===== src/rtl/div_iter.sv =====
// Multi-cycle unsigned restoring divider; retires BITS_PER_CYCLE quotient bits per clock
// and reports results with a one-cycle done pulse, using a start/busy/done handshake.
module div_iter #(
  parameter int WIDTH          = 16,
  parameter int BITS_PER_CYCLE = 4
) (
  input  logic             clock,
  input  logic             reset,
  input  logic             start,
  input  logic [WIDTH-1:0] dividend,
  input  logic [WIDTH-1:0] divisor,
  output logic             busy,
  output logic             done,
  output logic [WIDTH-1:0] quotient,
  output logic [WIDTH-1:0] remainder,
  output logic             div_by_zero
);

  localparam int ITERS = WIDTH / BITS_PER_CYCLE;
  localparam int CW    = $clog2(ITERS + 1);

  typedef enum logic [1:0] {IDLE, RUN, DONE} state_t;

  state_t           state;
  logic [WIDTH:0]   rem_acc, rem_nxt;
  logic [WIDTH-1:0] q_sh, q_nxt, dvs;
  logic [CW-1:0]    count;
  logic             last_step;

  // Unrolled restoring steps; the trial subtract is a compare so no borrow bit is kept.
  always_comb begin
    rem_nxt = rem_acc;
    q_nxt   = q_sh;
    for (int unsigned i = 0; i < BITS_PER_CYCLE; i++) begin
      rem_nxt = {rem_nxt[WIDTH-1:0], q_nxt[WIDTH-1]};
      q_nxt   = q_nxt << 1;
      if (rem_nxt >= {1'b0, dvs}) begin
        rem_nxt  = rem_nxt - {1'b0, dvs};
        q_nxt[0] = 1'b1;
      end
    end
  end

  assign last_step = (count == CW'(ITERS - 1));

  always_ff @(posedge clock) begin
    if (reset) begin
      state       <= IDLE;
      busy        <= 1'b0;
      done        <= 1'b0;
      quotient    <= '0;
      remainder   <= '0;
      div_by_zero <= 1'b0;
      count       <= '0;
      rem_acc     <= '0;
      q_sh        <= '0;
      dvs         <= '0;
    end else begin
      case (state)
        IDLE, DONE: begin
          done <= 1'b0;
          if (start) begin
            rem_acc <= '0;
            q_sh    <= dividend;
            dvs     <= divisor;
            count   <= '0;
            busy    <= 1'b1;
            state   <= RUN;
          end else begin
            state <= IDLE;
          end
        end
        RUN: begin
          rem_acc <= rem_nxt;
          q_sh    <= q_nxt;
          count   <= count + CW'(1);
          if (last_step) begin
            quotient    <= q_nxt;
            remainder   <= rem_nxt[WIDTH-1:0];
            div_by_zero <= (dvs == '0);
            done        <= 1'b1;
            busy        <= 1'b0;
            state       <= DONE;
          end
        end
        default: state <= IDLE;
      endcase
    end
  end

endmodule


===== config.mk =====
export PLATFORM = sky130hd
export DESIGN_NAME = div_iter
export DESIGN_NICKNAME = d
export VERILOG_FILES = /design/src/rtl/div_iter.sv
export SDC_FILE = /design/constraint.sdc
export NUM_CORES = 1
export LEC_CHECK = 0
export CAP_MARGIN = 20
export CORE_MARGIN = 3
export CORE_UTILIZATION = 59
export CTS_CLUSTER_SIZE = 25
export DETAILED_ROUTE_END_ITERATION = 10
export PLACE_DENSITY = 0.88
export REMOVE_ABC_BUFFERS = 1
export SLEW_MARGIN = 20
export SYNTH_ARGS = -nofsm -noshare
export SYNTH_HDL_FRONTEND = slang
export SYNTH_SLANG_ARGS = --single-unit

===== constraint.sdc =====
create_clock -name clock -period 12.4 [get_ports clock]
set_input_delay 1.86 -clock clock [delete_from_list [all_inputs] [get_ports clock]]
set_output_delay 1.86 -clock clock [all_outputs]
set_load 0.05 [all_outputs]

==> impl_metrics.yaml <==
synthesis:
  ys_warn_count: 0
  yosys.cell_types.count: 72
  mappedNetlistArea_um2: 7120
  ys_top_cells_by_area: "dfxtp_1, ha_1, nand2_1, a21oi_1, nor2_1"
  synthArstFlopShare_pct: 0
  syn-instance-count: 922
  syn_avg_cell_area_um2: 7.72
  synth_largest_area_cell: "dfxtp_1"
  synth-seq-area-share_pct: 24.8
  synth_top_area_share_pct: 24.8
  synth_edf_count: 0
  synth-seq-cells: 88
  ys.flop_type: "dfxtp_1"
finish:
  layout_common_cells: "nand2_1, a21oi_1, nor2_1, dfxtp_1, clkdlybuf4s50_1"
  areaGrowthSynthToFinish_pct: 14.2
  fin_area_um2: 8130
  diodes: 0
  fin_nets: 1064
  drive_gt1_share_pct: 6.95
  final_common_cell: "nand2_1"
cts:
  cts_resized: 0
  post_cts_buffers: 0
  cts_made_buffers: 9
  clk_path_buf_depth: 2
  cts.reportedPaths.clkPinSlew_ps: 70
  cts_tree: "yes"
  insertion_delay_ps: 350
  htree_levels: 3
  clockRootBuffer: "clkbuf_16"
  cts_sinks: 88
  hold_buffers: 0
timing:
  worstMarginPinSlew_ps: 1100
  hold_violations: 0
  rsz0062_at_grt: "no"
  tns_ps: 0
  drv_slew: 0
  fmax_ghz: 0.0897
  period_share_pct: 89.9
  setup_viol: 0
  relSlewSlack_pct: 26.7
  finalCriticalPeriod_ps: 11150
  clock_skew_ps: 7.59
die:
  fp.dieW_um: 116
  ioPinCount: 70
  core_region_area_um2: 11600
  die_h_um: 116
  start_util_pct: 61.3
  rows: 39
  die-area_um2: 13400
placed_design:
  place_congestion: 0.981
  portBuffers: 69
  placed_area_um2: 7820
  dp_hpwl_um: 14900
worst_setup_path:
  end_kind: "flip-flop"
  worstSetupPathType: "flip-flop to flip-flop"
  critical_path.slowest_cell: "a21oi_4"
  slowest_delay_ps: 580
  critPathLaunchType: "flip-flop"
  critPathMaxFanout: 28
  critPathArrivalTime_ps: 11410
  required_ps: 12660
  path_common_cell: "o21ai_0"
grt:
  overflow: 0
  grtUsageMet3_pct: 5.85
  grt_max_degree: 77
  grt.busiest_layer: "met2"
  track_usage_pct: 29.0
  grt_pass1_vias: 6438
  grt_pass1_wl_um: 31000
  met2_usage_pct: 48.6
  met1_usage_pct: 35.3
  antenna_found_initial: 0
detailed_routing:
  vias_per_cell: 6.20
  drc_errors: 0
  wl_per_cell_um: 17.5
  via_count: 6867
  wl_um: 19300
  first_pass_iters: 5
  drtAntennaViolNets: 0
  dr.first_iter.drc_count: 519
run_status:
  outcome: "finished, final reports clean"
hold_path:
  hold_class: "flip-flop to flip-flop"
flow_run:
  cap_violations: 0
## flip-flops by register name, summed over array words and instances (netlist names)
register / flops
dvs: 16
q_sh: 16
quotient: 16
rem_acc: 16
remainder: 16
count: 3
state: 2
busy: 1
div_by_zero: 1
done: 1
## worst paths after layout
| path | startpoint | end | slack (ps) | depth (start not counted) |
|---|---|---|---|---|
| setup reg to reg | dvs[1] | remainder[2] | 1250 | 43 |
| hold reg to reg | quotient[7] | quotient[7] | 460 | 2 |
| hold / removal | quotient[7] | quotient[7] | 460 | 2 |
| setup / recovery | dvs[1] | remainder[2] | 1250 | 43 |
## cell usage after synthesis, drive strengths merged (2+ instances only)
| cell | count |
|---|---|
| and2 | 4 |
| a21oi | 92 |
| or3 | 4 |
| or2 | 6 |
| a21o | 16 |
| fa | 4 |
| nor4 | 6 |
| dfxtp | 88 |
| nand2 | 121 |
| and3 | 7 |
| buf | 11 |
| a31oi | 4 |
| nor2 | 88 |
| mux2 | 27 |
| nor3 | 20 |
| o21bai | 6 |
| o21ai | 49 |
| o21a | 8 |
| xor2 | 12 |
| a2111oi | 3 |
| o31ai | 4 |
| a22oi | 3 |
| a221oi | 3 |
| a211oi | 4 |
| inv | 39 |
| nand2b | 14 |
| o31a | 2 |
| nand3 | 16 |
| xnor2 | 30 |
| o311ai | 2 |
| a311oi | 29 |
| a21boi | 3 |
| nor2b | 10 |
| o211ai | 33 |
| nand3b | 4 |
| o41ai | 2 |
| clkbuf | 37 |
| or3b | 15 |
| ha | 66 |
| mux2i | 4 |
| nand4 | 8 |
## per-stage QoR
stage	cells	utilization (%)	hold slack (ps)	setup slack [ps]
floorplan	874	-	439	2730
global placement	1091	67.3	444	1550
detailed placement	1091	67.3	447	1210
CTS	1107	70.0	457	1160
global route	1107	70.0	471	231
finish	1107	70.0	457	1250
## critical path: cells and delay by family (launching register included)
kind                     cells  cell delay, ps
AND/OR/NAND/NOR             11            2430
flip-flops                   1             520
AO/OA/AOI/OAI               23            5790
multiplexers                 1             340
adder cells (fa/ha/maj)      4            1220
buffers and inverters        4             720
## logic make-up after synthesis
| family | after synthesis | synth area share (%) |
|---|---|---|
| AO/OA/AOI/OAI | 276 | 25.6 |
| AND/OR/NAND/NOR | 328 | 21.6 |
| adder cells (fa/ha/maj) | 70 | 12.7 |
| multiplexers | 31 | 5.10 |
| buffers and inverters | 87 | 5.03 |
| XOR/XNOR | 42 | 5.17 |
| flip-flops | 88 | 24.8 |
## layer usage
metal  up-vias  routed length [µm]
li1       3429                   -
met1      3173                8210
met2       218                9260
met3        47                 983
met4         0                 876
met5         -                   0
## final cells by class
cell class / count / area [µm²]
clock buffer: 9 / 225
sequential: 88 / 1760
inverter: 39 / 146
timing repair buffer: 74 / 723
tap: 143 / 179
clock inverter: 7 / 77.6
multi-input combinational: 747 / 5020
fill: 950 / 3480
Power is not shown: default switching activity piles up to over one toggle a cycle in this logic, so the estimate is an artifact.
